<file path="src/rtl/mips_pkg.sv">
// Shared definitions for the multi-cycle MIPS control path: instruction
// field encodings, ALU operation codes, ALU operand-B selects, the main
// FSM state type and the decoded instruction class.
package mips_pkg;

    // Opcode field IR[31:26]
    localparam logic [5:0] OP_RTYPE = 6'h00;
    localparam logic [5:0] OP_BEQ   = 6'h04;
    localparam logic [5:0] OP_ADDI  = 6'h08;
    localparam logic [5:0] OP_LW    = 6'h23;
    localparam logic [5:0] OP_SW    = 6'h2B;

    // Funct field IR[5:0] for R-type
    localparam logic [5:0] FN_SLL   = 6'h00;
    localparam logic [5:0] FN_ADD   = 6'h20;

    // ALU operation codes
    localparam logic [3:0] ALUOP_NONE = 4'd0;
    localparam logic [3:0] ALUOP_ADD  = 4'd2;
    localparam logic [3:0] ALUOP_SLL  = 4'd3;
    localparam logic [3:0] ALUOP_SUB  = 4'd6;

    // ALU operand-B selects
    localparam logic [1:0] ALU_SRC_B_REG   = 2'b00;
    localparam logic [1:0] ALU_SRC_B_FOUR  = 2'b01;
    localparam logic [1:0] ALU_SRC_B_IMM   = 2'b10;
    localparam logic [1:0] ALU_SRC_B_SHAMT = 2'b11;

    // Main control FSM states
    typedef enum logic [3:0] {
        ST_FETCH,
        ST_DECODE,
        ST_EXEC_R,
        ST_EXEC_I,
        ST_ADDR,
        ST_MEM,
        ST_WB_ALU,
        ST_WB_MEM,
        ST_BRANCH
    } mc_state_e;

    // Instruction classes produced by the decoder
    typedef enum logic [2:0] {
        CL_R_ADD,
        CL_R_SLL,
        CL_ADDI,
        CL_LOAD,
        CL_STORE,
        CL_BRANCH,
        CL_ILLEGAL
    } instr_class_e;

endpackage

</file>
<file path="src/rtl/instr_class_decode.sv">
// Combinational instruction classifier: maps {opcode, funct} onto the
// small set of instruction classes the control FSM knows how to sequence.
// beq is only recognised when the build defines MC_BRANCH_EN; otherwise
// opcode 04 falls through to CL_ILLEGAL like any other unknown opcode.
module instr_class_decode
    import mips_pkg::*;
(
    input  logic [5:0]   opcode_i,
    input  logic [5:0]   funct_i,
    output instr_class_e class_o
);

    // Classify the instruction; anything not listed is illegal
    always_comb begin
        class_o = CL_ILLEGAL;
        case (opcode_i)
            OP_RTYPE: begin
                if (funct_i == FN_ADD) begin
                    class_o = CL_R_ADD;
                end else if (funct_i == FN_SLL) begin
                    class_o = CL_R_SLL;
                end
            end
            OP_ADDI: class_o = CL_ADDI;
            OP_LW:   class_o = CL_LOAD;
            OP_SW:   class_o = CL_STORE;
`ifdef MC_BRANCH_EN
            OP_BEQ:  class_o = CL_BRANCH;
`endif
            default: class_o = CL_ILLEGAL;
        endcase
    end

endmodule

</file>
<file path="src/rtl/multicycle_control.sv">
// Multi-cycle main control FSM for the MIPS core (add/addi/lw/sw/sll).
// Sequences FETCH/DECODE/EXEC/MEM/WB over one shared ALU and one shared
// memory port, with a bounded-wait watchdog on every memory access.
// Optional feature: define MC_BRANCH_EN to add beq via a BRANCH state.
// Outputs are Moore-decoded from the state register; only the strobes that
// depend on access completion (ir_write, FETCH pc_write, instr_done in MEM,
// bus_err) also look at same-cycle mem_ready / watchdog expiry.
module multicycle_control
    import mips_pkg::*;
#(
    parameter int MEM_TIMEOUT = 16
) (
    input  logic       clk,
    input  logic       rst_n,
    input  logic [5:0] opcode,
    input  logic [5:0] funct,
    input  logic       alu_zero,
    input  logic       mem_ready,
    output logic       mem_req,
    output logic       mem_we,
    output logic       iord,
    output logic       ir_write,
    output logic       pc_write,
    output logic       alu_src_a,
    output logic [1:0] alu_src_b,
    output logic [3:0] aluop,
    output logic       reg_write,
    output logic       reg_dst,
    output logic       mem_to_reg,
    output logic       illegal,
    output logic       bus_err,
    output logic       instr_done
);

    localparam int            CW       = $clog2(MEM_TIMEOUT + 1);
    localparam logic [CW-1:0] CNT_LAST = CW'(MEM_TIMEOUT - 1);
    localparam logic [CW-1:0] CNT_MAX  = CW'(MEM_TIMEOUT);

    mc_state_e     state_q, state_d;
    instr_class_e  cls_q, cls_d;
    instr_class_e  dec_cls;
    logic [CW-1:0] wait_q, wait_d;
    logic          run_q;
    logic          access;
    logic          expire;

`ifndef MC_BRANCH_EN
    logic unused_alu_zero;
    assign unused_alu_zero = alu_zero;
`endif

    instr_class_decode u_decode (
        .opcode_i (opcode),
        .funct_i  (funct),
        .class_o  (dec_cls)
    );

    // run_q keeps every output low while reset is held and until the first
    // clock edge after release, so mem_req drops asynchronously with rst_n.
    assign access = run_q && ((state_q == ST_FETCH) || (state_q == ST_MEM));
    assign expire = access && !mem_ready && (wait_q >= CNT_LAST);

    // Next-state, latched instruction class and watchdog count
    always_comb begin
        state_d = state_q;
        cls_d   = cls_q;
        wait_d  = '0;
        if (access && !mem_ready && !expire) begin
            wait_d = (wait_q == CNT_MAX) ? wait_q : wait_q + CW'(1);
        end
        if (run_q) begin
            case (state_q)
                ST_FETCH: begin
                    if (mem_ready) begin
                        state_d = ST_DECODE;
                    end
                end
                ST_DECODE: begin
                    cls_d = dec_cls;
                    case (dec_cls)
                        CL_R_ADD, CL_R_SLL: state_d = ST_EXEC_R;
                        CL_ADDI:            state_d = ST_EXEC_I;
                        CL_LOAD, CL_STORE:  state_d = ST_ADDR;
`ifdef MC_BRANCH_EN
                        CL_BRANCH:          state_d = ST_BRANCH;
`endif
                        default:            state_d = ST_FETCH;
                    endcase
                end
                ST_EXEC_R, ST_EXEC_I: state_d = ST_WB_ALU;
                ST_ADDR:              state_d = ST_MEM;
                ST_MEM: begin
                    if (mem_ready) begin
                        state_d = (cls_q == CL_LOAD) ? ST_WB_MEM : ST_FETCH;
                    end else if (expire) begin
                        state_d = ST_FETCH;
                    end
                end
                default: state_d = ST_FETCH;
            endcase
        end
    end

    // State, class and watchdog registers with asynchronous reset
    always_ff @(posedge clk or negedge rst_n) begin
        if (!rst_n) begin
            run_q   <= 1'b0;
            state_q <= ST_FETCH;
            cls_q   <= CL_ILLEGAL;
            wait_q  <= '0;
        end else begin
            run_q   <= 1'b1;
            state_q <= state_d;
            cls_q   <= cls_d;
            wait_q  <= wait_d;
        end
    end

    // Moore output decode, with completion-qualified strobes
    always_comb begin
        mem_req    = 1'b0;
        mem_we     = 1'b0;
        iord       = 1'b0;
        ir_write   = 1'b0;
        pc_write   = 1'b0;
        alu_src_a  = 1'b0;
        alu_src_b  = ALU_SRC_B_REG;
        aluop      = ALUOP_NONE;
        reg_write  = 1'b0;
        reg_dst    = 1'b0;
        mem_to_reg = 1'b0;
        illegal    = 1'b0;
        bus_err    = 1'b0;
        instr_done = 1'b0;
        if (run_q) begin
            case (state_q)
                ST_FETCH: begin
                    mem_req   = 1'b1;
                    alu_src_b = ALU_SRC_B_FOUR;
                    aluop     = ALUOP_ADD;
                    ir_write  = mem_ready;
                    pc_write  = mem_ready;
                    bus_err   = expire;
                end
                ST_DECODE: begin
                    illegal = (dec_cls == CL_ILLEGAL);
                end
                ST_EXEC_R: begin
                    alu_src_a = 1'b1;
                    if (cls_q == CL_R_SLL) begin
                        alu_src_b = ALU_SRC_B_SHAMT;
                        aluop     = ALUOP_SLL;
                    end else begin
                        alu_src_b = ALU_SRC_B_REG;
                        aluop     = ALUOP_ADD;
                    end
                end
                ST_EXEC_I, ST_ADDR: begin
                    alu_src_a = 1'b1;
                    alu_src_b = ALU_SRC_B_IMM;
                    aluop     = ALUOP_ADD;
                end
                ST_MEM: begin
                    mem_req    = 1'b1;
                    iord       = 1'b1;
                    mem_we     = (cls_q == CL_STORE);
                    instr_done = mem_ready && (cls_q == CL_STORE);
                    bus_err    = expire;
                end
                ST_WB_ALU: begin
                    reg_write  = 1'b1;
                    reg_dst    = (cls_q != CL_ADDI);
                    instr_done = 1'b1;
                end
                ST_WB_MEM: begin
                    reg_write  = 1'b1;
                    mem_to_reg = 1'b1;
                    instr_done = 1'b1;
                end
`ifdef MC_BRANCH_EN
                ST_BRANCH: begin
                    alu_src_a  = 1'b1;
                    alu_src_b  = ALU_SRC_B_REG;
                    aluop      = ALUOP_SUB;
                    pc_write   = alu_zero;
                    instr_done = 1'b1;
                end
`endif
                default: ;
            endcase
        end
    end

endmodule
</file>
<file path="config.mk">
export PLATFORM = sky130hd
export DESIGN_NAME = multicycle_control
export DESIGN_NICKNAME = d
export VERILOG_FILES = /design/src/rtl/mips_pkg.sv /design/src/rtl/instr_class_decode.sv /design/src/rtl/multicycle_control.sv
export SDC_FILE = /design/constraint.sdc
export NUM_CORES = 1
export LEC_CHECK = 0
export CAP_MARGIN = 10
export CORE_MARGIN = 1
export CORE_UTILIZATION = 55
export DETAILED_ROUTE_END_ITERATION = 6
export DONT_BUFFER_PORTS = 1
export PLACE_DENSITY = 0.74
export SLEW_MARGIN = 10
export SYNTH_ARGS = -nofsm -noshare
export SYNTH_HDL_FRONTEND = slang
export SYNTH_SLANG_ARGS = --single-unit
</file>
<file path="constraint.sdc">
create_clock -name clk -period 3.4 [get_ports clk]
set_input_delay 0.34 -clock clk [delete_from_list [all_inputs] [get_ports clk]]
set_output_delay 0.34 -clock clk [all_outputs]
set_load 0.02 [all_outputs]
</file>
Word-level counts from Yosys, hierarchy flattened
Cells that the tools add are included.
Operators by class
  equal/unequal tests: 24
  add/sub/neg operators: 1
  multiplexer cells: 39
  order comparisons: 1
  reduce and logical (&&, ||, !) cells: 22
Operators by type and width (count)
  1-bit 2-to-1 mux: 22
  4-bit one-hot mux with 5 select lines: 1
  6-bit == test (second input constant): 3
  4-bit by 3-bit == test with 1-bit output (second input constant): 4
  6-bit logical NOT: 2
  4-bit 2-to-1 mux: 3
  3-bit one-hot mux with 4 select lines: 1
  2-bit OR reduction: 6
  5-bit 2-to-1 mux: 2
  3-bit by 2-bit == test with 1-bit output (second input constant): 3
  3-bit == test (second input constant): 3
  3-bit 2-to-1 mux: 3
  3-bit one-hot mux with 3 select lines: 1
  4-bit by 2-bit == test with 1-bit output (second input constant): 2
  3-bit by 1-bit == test with 1-bit output (second input constant): 2
  6-bit by 4-bit == test with 1-bit output (second input constant): 1
  2-bit 2-to-1 mux: 3
  2-bit one-hot mux with 3 select lines: 1
  3-bit OR reduction: 2
  5-bit by 1-bit adder with 5-bit output (second input constant): 1
  5-bit == test (second input constant): 1
  5-bit by 4-bit greater-or-equal comparator with 1-bit output (second input constant): 1
  1-bit logical AND: 5
  4-bit by 1-bit == test with 1-bit output (second input constant): 1
  other kinds (11): 13
Word-level totals
  input bits: 16
  bits in registers: 13
  word-level logic and storage cells: 91

Depth between registers and ports, before layout
Gate-level depths: netlist (run 1).
  depth in word-level cells: 8
  depth in mapped cells: 6

Cells and area by module
From an unflattened synthesis (run 1), not the netlist that was laid out.
Unflattened totals
  cells, all modules: 106
  area, all modules: 1022.2 um^2
By module, submodules not included
  multicycle_control: instances 1, cells an instance 95, area an instance 933.4 um^2
  instr_class_decode: instances 1, cells an instance 11, area an instance 88.8 um^2

Least setup slack after synthesis (run 1)
No wires, ideal clock.
  path kind: register to output
  start: register state_q[2]
  end: output port pc_write
  arrival: 1631 ps
  required time: 3060 ps
  stages on the path, launching flop included: 6
  slack: 1429 ps
  path through: dfrtp_1 -> buf_2 -> inv_1 -> nand3_1 -> nor3b_1 -> buf_4
Between the ends
  word-level cells in the longest chain between the ends: 3
Ends and longest elaborated chain
  start, declared: line multicycle_control.sv:39  | mc_state_e state_q, state_d;
  start signal, assigned: line multicycle_control.sv:113  | state_q <= state_d;
  4-bit logical NOT
  1-bit 2-to-1 mux (2 in series)
  end, declared: line multicycle_control.sv:23  | output logic pc_write,
Every way passes these cells.

Final worst setup path (run 1)
  start: register state_q[1]
  end: output port illegal
Between the ends
  word-level cells in the longest chain between the ends: 3
Ends and longest elaborated chain
  4-bit by 1-bit == test with 1-bit output: line multicycle_control.sv:136  | case (state_q)
  1-bit 2-to-1 mux: line multicycle_control.sv:136
  1-bit 2-to-1 mux: line multicycle_control.sv:135  | if (run_q) begin
  end, declared: line multicycle_control.sv:30  | output logic illegal,
Every way passes these cells.

==> impl_summary.log, run 1 <==
INFO  metric final_net_count = 133
INFO  metric finalClockSkew = 0.00981 ns
INFO  metric power.density = 427 mW/mm2
INFO  metric clock_tree_root_buffer_cell = sky130_fd_sc_hd__clkbuf_4
INFO  metric synthesis.area = 948 um2
INFO  metric rsz0062_at_grt = false
INFO  metric drt-wirelength-per-cell = 14.5 um
INFO  metric first_global_vias = 753
INFO  metric design.core.area = 0.00156 mm2
INFO  metric synth_area_leaders = sky130_fd_sc_hd__dfrtp_1 26%, sky130_fd_sc_hd__dfstp_2 5.5%, sky130_fd_sc_hd__inv_1 4.4%
INFO  metric tightestPinTransition = 0.618 ns
INFO  metric cts_tree = built
INFO  metric finish.cell_count_without_fillers = 129
INFO  metric slew_violations = 0
INFO  metric cp_peak_stage_delay = 0.66 ns
INFO  metric hold-worst-slack = 0.170 ns
INFO  metric gp_congestion = 0.838
INFO  metric yosys.cell_types.count = 44
INFO  metric slew_headroom = 58.5%
INFO  metric async_flop_share = 100%
INFO  metric final.period_utilization = 71.6%
INFO  metric synth_top_cell_area_share = 26.4%
INFO  metric die_w = 43.5 um
INFO  metric synth_area_per_cell = 8.32 um2
INFO  metric pleak = 0.412 nW
INFO  metric worst_ir_drop_vdd = 0.339 mV
INFO  metric max_cap_violations = 0
INFO  metric flip_flop_cell_with_the_highest_count_after_synthesis = sky130_fd_sc_hd__dfrtp_1
INFO  metric failing_checks = design-rule violations
INFO  metric portBuffers = 0
INFO  metric yosysWarningCount = 0
INFO  metric start_util = 60.8%
INFO  metric post_route_cells_drive_above_1_share = 17.7%
INFO  metric design.portCount = 34
INFO  metric timing.critical_path.arrival = 2.09 ns
INFO  metric path_max_fanout = 17
INFO  metric dp_hpwl = 1450 um
INFO  metric timing_hold_violations_final = 0
INFO  metric run_status = complete, but fails checks
INFO  metric series_of_cell_instances_along_the_critical_path = nand2b_1 > nand3b_1 > a221oi_1
INFO  metric post-route-min-period = 2.43 ns
INFO  metric vias_per_cell = 6.45
INFO  metric die-height = 43.5 um
INFO  metric post-cts-setup-buffer-count = 0
INFO  metric drtPass1Iterations = 7
INFO  metric grt_start_max_net_pins = 18
INFO  metric start_kind = register
INFO  metric synthesis.instances = 114
INFO  metric clock_sinks = 12
INFO  metric worst-setup-path-type = reg -> out
INFO  metric clock_insertion_delay_worst_skew = 0.27 ns
INFO  metric fp.dieArea = 0.00189 mm2
INFO  metric critical_path.slowest_cell = sky130_fd_sc_hd__a221oi_1
INFO  metric initialDrtViolationCount = 21
INFO  metric detail-route-antenna-nets = 0
INFO  metric required_time_worst_endpoint = 3.06 ns
INFO  metric postSynthRegisterBits = 12
INFO  metric routed_wl = 1880 um
INFO  metric number_of_buffers_on_the_longest_clock_path = 2
INFO  metric num_rows = 14
INFO  metric clk_pin_slew_worst_paths = 0.08 ns
INFO  metric grt-ovfl-total = 0
INFO  metric fmax = 0.411 GHz
INFO  metric synth-seq-area-share = 31.9%
INFO  metric detailroute.via_count = 832
INFO  metric groute.usage.overall = 21.8%
INFO  metric cts_inserted_buffers = 3
INFO  metric final-setup-viol-count = 0
INFO  metric insertedDiodeCount = 0
INFO  metric post_cts.resized_instances = 0
INFO  metric synth_edf_count = 0
INFO  metric remaining_drc_errors = 4
INFO  metric dp.cells = 124
INFO  metric number_of_antenna_violations_at_the_first_check_in_global_routing = 0
INFO  metric endpoint_kind = output pin
INFO  metric holdCritPathClass = in -> reg
INFO  metric first_pass_grt_wire_length = 3080 um
INFO  metric area_delta_synth_final = 2.51%
INFO  metric ctsHtreeMaxLevel = 1
INFO  metric synthDominantAreaCellType = sky130_fd_sc_hd__dfrtp_1
INFO  metric timing.setup.tns = 0 ns
-- final cells by class --
class	instances	area [um2]
fillers	150	587
well taps	16	20.0
flip-flops and latches	12	303
inverters	11	41.3
clock buffers	4	26.3
multi-input cells	84	564
repair buffers	2	17.5
-- sequential cells by signal, indices dropped and copies added, names as in the netlist --
register,count
cls_q,3
state_q,3
wait_q,5
run_q,1
-- synthesized netlist by cell type, drive strengths merged (4+ instances only) --
cell type,instances
nor2,16
a21oi,5
dfrtp,10
o21ai,4
inv,11
buf,5
nand2,7
and3,5
-- metrics by stage --
stage	setup WS [ns]	util, %	instance area, um2	total power, mW
2_1_floorplan	1.43	-	952	0.306
3_3_place_gp	1.29	60.0	936	0.320
3_5_place_dp	1.27	60.0	936	0.324
4_1_cts	0.956	62.4	972	0.420
5_1_grt	0.841	62.4	972	0.445
6_report	0.966	62.4	972	0.416
-- report_power, final --
part	leakage, nW	internal (mW)	total [mW]	switching, mW
clock	0.0150	0.0454	0.0904	0.0450
combinational	0.241	0.0465	0.139	0.0922
sequential	0.156	0.157	0.186	0.0294
-- cells by family after synthesis --
family	after synthesis	share of synthesized area [%]
adder cells (fa/ha/maj)	3	3.96
multiplexers	1	1.06
buffers and inverters	19	8.97
AO/OA/AOI/OAI	27	21.5
XOR/XNOR	2	1.85
other	2	0.792
flip-flops	12	31.9
AND/OR/NAND/NOR	48	29.9
-- critical path, delay by kind of cell (launching register included) --
| kind | cells | cell delay, ns |
|---|---|---|
| AO/OA/AOI/OAI | 1 | 0.66 |
| flip-flops | 1 | 0.55 |
| AND/OR/NAND/NOR | 2 | 0.60 |
-- repair_timing --
item                                    in CTS  in global routing
hold buffers                                 1                  0
endpoints found under the setup margin       0                  0
endpoints found under the hold margin       12                  0
-- cells in the final DEF (no fill, tap or decap), types with 2 or more instances in the layout --
master	netlist	final
sky130_fd_sc_hd__xnor2_1	2	2
sky130_fd_sc_hd__nand3_1	2	2
sky130_fd_sc_hd__nand3b_1	2	2
sky130_fd_sc_hd__nand2_1	7	7
sky130_fd_sc_hd__o41ai_1	2	2
sky130_fd_sc_hd__nor2_2	5	5
sky130_fd_sc_hd__a21oi_1	5	5
sky130_fd_sc_hd__dfrtp_1	10	10
sky130_fd_sc_hd__ha_1	3	3
sky130_fd_sc_hd__o21a_1	3	3
sky130_fd_sc_hd__a32oi_1	2	2
sky130_fd_sc_hd__inv_1	11	11
sky130_fd_sc_hd__nand2b_1	3	3
sky130_fd_sc_hd__or4_4	3	3
sky130_fd_sc_hd__conb_1	2	3
sky130_fd_sc_hd__nor2_1	11	11
sky130_fd_sc_hd__a31oi_1	2	2
sky130_fd_sc_hd__and3_1	4	4
sky130_fd_sc_hd__nor3_1	2	2
sky130_fd_sc_hd__dfstp_2	2	2
sky130_fd_sc_hd__clkbuf_4	0	3
sky130_fd_sc_hd__o21ai_0	3	3
-- path summary, 6_finish.rpt --
path	cells after the start	slack [ns]	start	to
max in group asynchronous	1	2.54	rst_n	cls_q[2]
setup / recovery	3	0.97	state_q[1]	illegal
min in group asynchronous	1	0.48	rst_n	wait_q[3]
setup reg to reg	6	1.38	wait_q[0]	wait_q[0]
hold reg to reg	2	0.52	wait_q[3]	wait_q[3]
hold / removal	1	0.17	opcode[2]	cls_q[0]
-- routing by layer --
metal | up-vias | GRT usage [%] | wire length (um)
met4 | 0 | 3.75 | 12
li1 | 398 | - | -
met1 | 396 | 27.5 | 828
met2 | 36 | 36.4 | 901
met5 | - | 0 | 0
met3 | 2 | 7.92 | 133
Note: power is estimated with default switching activity, not from simulation.
==> run 2, diff against run 1 <==
- PLACE_DENSITY: 0.74 -> 0.77
- clock period: 3.4 -> 2.2 ns (I/O delays scaled with it)
==> run 2 against run 1 <==
The flow still finishes with violations (design-rule violations). Sequential cell count did not move. Combinational power rose by 83%. Cell count rose by 3.9%. Critical path type is now reg -> reg. Largest power group unchanged.
==> impl_summary.log, run 2 (synthesis results as in run 1) <==
INFO  metric slew_violations = 0 (unchanged)
INFO  metric ctsHtreeMaxLevel = 1 (unchanged)
INFO  metric fin_ws = 0.167 ns (was 0.966 ns)
INFO  metric rsz0062_at_grt = false (unchanged)
INFO  metric run_status = complete, but fails checks (unchanged)
INFO  metric worst-setup-path-type = reg -> reg (was reg -> out)
INFO  metric number_of_antenna_violations_at_the_first_check_in_global_routing = 0 (unchanged)
INFO  metric insertedDiodeCount = 0 (unchanged)
INFO  metric largest_registers = wait_q (5), cls_q (3), state_q (3) (unchanged)
INFO  metric detailroute.via_count = 857 (was 832)
INFO  metric power.density = 656 mW/mm2 (was 427 mW/mm2)
INFO  metric timing.setup.tns = 0 ns (unchanged)
INFO  metric remaining_drc_errors = 4 (unchanged)
INFO  metric fmax = 0.492 GHz
INFO  metric power.switching_fraction = 39.5% (was 40.1%)
INFO  metric vias_per_cell = 6.40 (was 6.45)
INFO  metric slew_headroom = 64.9% (was 58.5%)
INFO  metric first_pass_grt_wire_length = 3190 um (was 3080 um)
INFO  metric post_route_cells_drive_above_1_share = 21.2% (was 17.7%)
INFO  metric drt-wirelength-per-cell = 14.9 um (was 14.5 um)
INFO  metric max_cap_violations = 0 (unchanged)
INFO  metric finalClockSkew = 0.00108 ns (was 0.00981 ns)
INFO  metric r2r_end = wait_q[3] (was wait_q[0])
INFO  metric timing_hold_violations_final = 0 (unchanged)
INFO  metric clock_tree_root_buffer_cell = sky130_fd_sc_hd__clkbuf_4 (unchanged)
INFO  metric dp_hpwl = 1550 um (was 1450 um)
INFO  metric groute.usage.overall = 22.3% (was 21.8%)
INFO  metric final-setup-viol-count = 0 (unchanged)
INFO  metric die_w = 43.5 um (unchanged)
INFO  metric failing_checks = design-rule violations (unchanged)
INFO  metric final_net_count = 138 (was 133)
INFO  metric switching_power_of_the_nets = 262 uW (was 167 uW)
INFO  metric timing.critical_path.arrival = 2.24 ns (was 2.09 ns)
INFO  metric tightestPinTransition = 0.524 ns (was 0.618 ns)
INFO  metric layout_common_cells = 11 x sky130_fd_sc_hd__inv_1, 11 x sky130_fd_sc_hd__nor2_1, 10 x sky130_fd_sc_hd__dfrtp_1 (unchanged)
INFO  metric portBuffers = 0 (unchanged)
INFO  metric post_cts.resized_instances = 0 (unchanged)
INFO  metric clock_sinks = 12 (unchanged)
INFO  metric total_power = 663 uW (was 416 uW)
INFO  metric finish.utilization = 64.8% (was 62.4%)
INFO  metric power.combinational.fraction = 38.3% (was 33.4%)
INFO  metric design.core.area = 0.00156 mm2 (unchanged)
INFO  metric internal_power = 401 uW (was 249 uW)
INFO  metric design.portCount = 34 (unchanged)
INFO  metric start_util = 60.8% (unchanged)
INFO  metric cts_inserted_buffers = 3 (unchanged)
INFO  metric worst_ir_drop_vdd = 0.487 mV (was 0.339 mV)
INFO  metric clk_pin_slew_worst_paths = 0.07 ns (was 0.08 ns)
INFO  metric required_time_worst_endpoint = 2.40 ns (was 3.06 ns)
INFO  metric pleak = 0.438 nW (was 0.412 nW)
INFO  metric initialDrtViolationCount = 38 (was 21)
INFO  metric clkPwrFrac = 21.2% (was 21.8%)
INFO  metric largest-register = wait_q (unchanged)
INFO  metric dp.cells = 129 (was 124)
INFO  metric reg2reg_depth = 6 (unchanged)
INFO  metric gp_congestion = 0.795 (was 0.838)
INFO  metric grt-ovfl-total = 0 (unchanged)
INFO  metric routed_wl = 1990 um (was 1880 um)
INFO  metric crit_path_start = wait_q[0] (was state_q[1])
INFO  metric grt_start_max_net_pins = 16 (was 18)
INFO  metric holdCritPathClass = in -> reg (unchanged)
INFO  metric num_rows = 14 (unchanged)
INFO  metric cts_tree = built (unchanged)
INFO  metric share_seq_of_total_power = 40.5% (was 44.9%)
INFO  metric area_delta_synth_final = 6.46% (was 2.51%)
INFO  metric fp.dieArea = 0.00189 mm2 (unchanged)
INFO  metric endpoint_kind = register (was output pin)
INFO  metric clock_insertion_delay_worst_skew = 0.26 ns (was 0.27 ns)
INFO  metric preCtsSetupSlack = 0.180 ns (was 1.27 ns)
INFO  metric finish.cell_count_without_fillers = 134 (was 129)
INFO  metric die-height = 43.5 um (unchanged)
INFO  metric max_ffs_per_register = 5 (unchanged)
INFO  metric timing.critical_path.to = wait_q[3] (was illegal)
INFO  metric regToRegSetupSlack = 0.17 ns (was 1.38 ns)
INFO  metric first_global_vias = 741 (was 753)
INFO  metric path_max_fanout = 5 (was 17)
INFO  metric detail-route-antenna-nets = 0 (unchanged)
INFO  metric number_of_buffers_on_the_longest_clock_path = 2 (unchanged)
INFO  metric final.period_utilization = 92.4%
INFO  metric post-route-min-period = 2.03 ns
INFO  metric r2r-start = wait_q[0] (unchanged)
INFO  metric start_kind = register (unchanged)
INFO  metric drtPass1Iterations = 7 (unchanged)
## run 2: final cells by class
cell class | count | area (um2)
Tap cell | 16 | 20.0
Fill cell | 142 | 549
Multi-Input combinational cell | 84 | 564
Inverter | 11 | 41.3
Clock buffer | 4 | 26.3
Sequential cell | 12 | 303
Timing Repair Buffer | 7 | 55.1
## run 2: layer usage
metal	GRT usage [%]	wire, um	vias up
met5	0	0	-
met4	3.13	0	0
met3	5.83	187	0
met2	36.7	994	57
met1	30.6	810	394
li1	-	-	406
## run 2: repair_timing
| action | CTS | global route |
|---|---|---|
| hold endpoints to repair | 12 | 0 |
| hold buffers | 1 | 0 |
| buffers inserted | 0 | 0 |
## run 2: worst min-delay path by stage
stage	endpoint	from	depth (start not counted)
after floorplan	cls_q[0]	rst_n	0
after global placement	wait_q[2]	rst_n	0
after detailed placement	wait_q[2]	rst_n	0
after CTS	cls_q[0]	opcode[2]	1
after global routing	cls_q[0]	opcode[2]	1
final	cls_q[0]	opcode[2]	1
## run 2: per-stage QoR
step | hold WS, ns | cell area (um2)
finish | 0.0465 | 1010
global route | 0.0442 | 1010
CTS | 0.0511 | 1010
detailed placement | -0.0754 | 973
global placement | -0.0754 | 973
floorplan | -0.0756 | 952
## run 2: critical path: stages (launching register included)
cell and delay, ns:
sky130_fd_sc_hd__dfrtp_1 0.43, sky130_fd_sc_hd__ha_1 0.24, sky130_fd_sc_hd__and3_2 0.21, sky130_fd_sc_hd__ha_1 0.18, sky130_fd_sc_hd__or4_4 0.51, sky130_fd_sc_hd__or2_4 0.29
sky130_fd_sc_hd__nor2_2 0.10
## run 2: power by group through the flow
stage / registers [mW] / clock network, mW / logic (mW)
floorplan: 0.259 / 0 / 0.213
global placement: 0.271 / 0 / 0.243
detailed placement: 0.272 / 0 / 0.245
CTS: 0.268 / 0.139 / 0.253
global route: 0.273 / 0.154 / 0.276
finish: 0.268 / 0.141 / 0.254
==> run 3, diff against run 2 <==
- SLEW_MARGIN: 10 -> 20
==> results of run 3 <==
The final DEF is identical to that of run 2; final timing and power are the same.
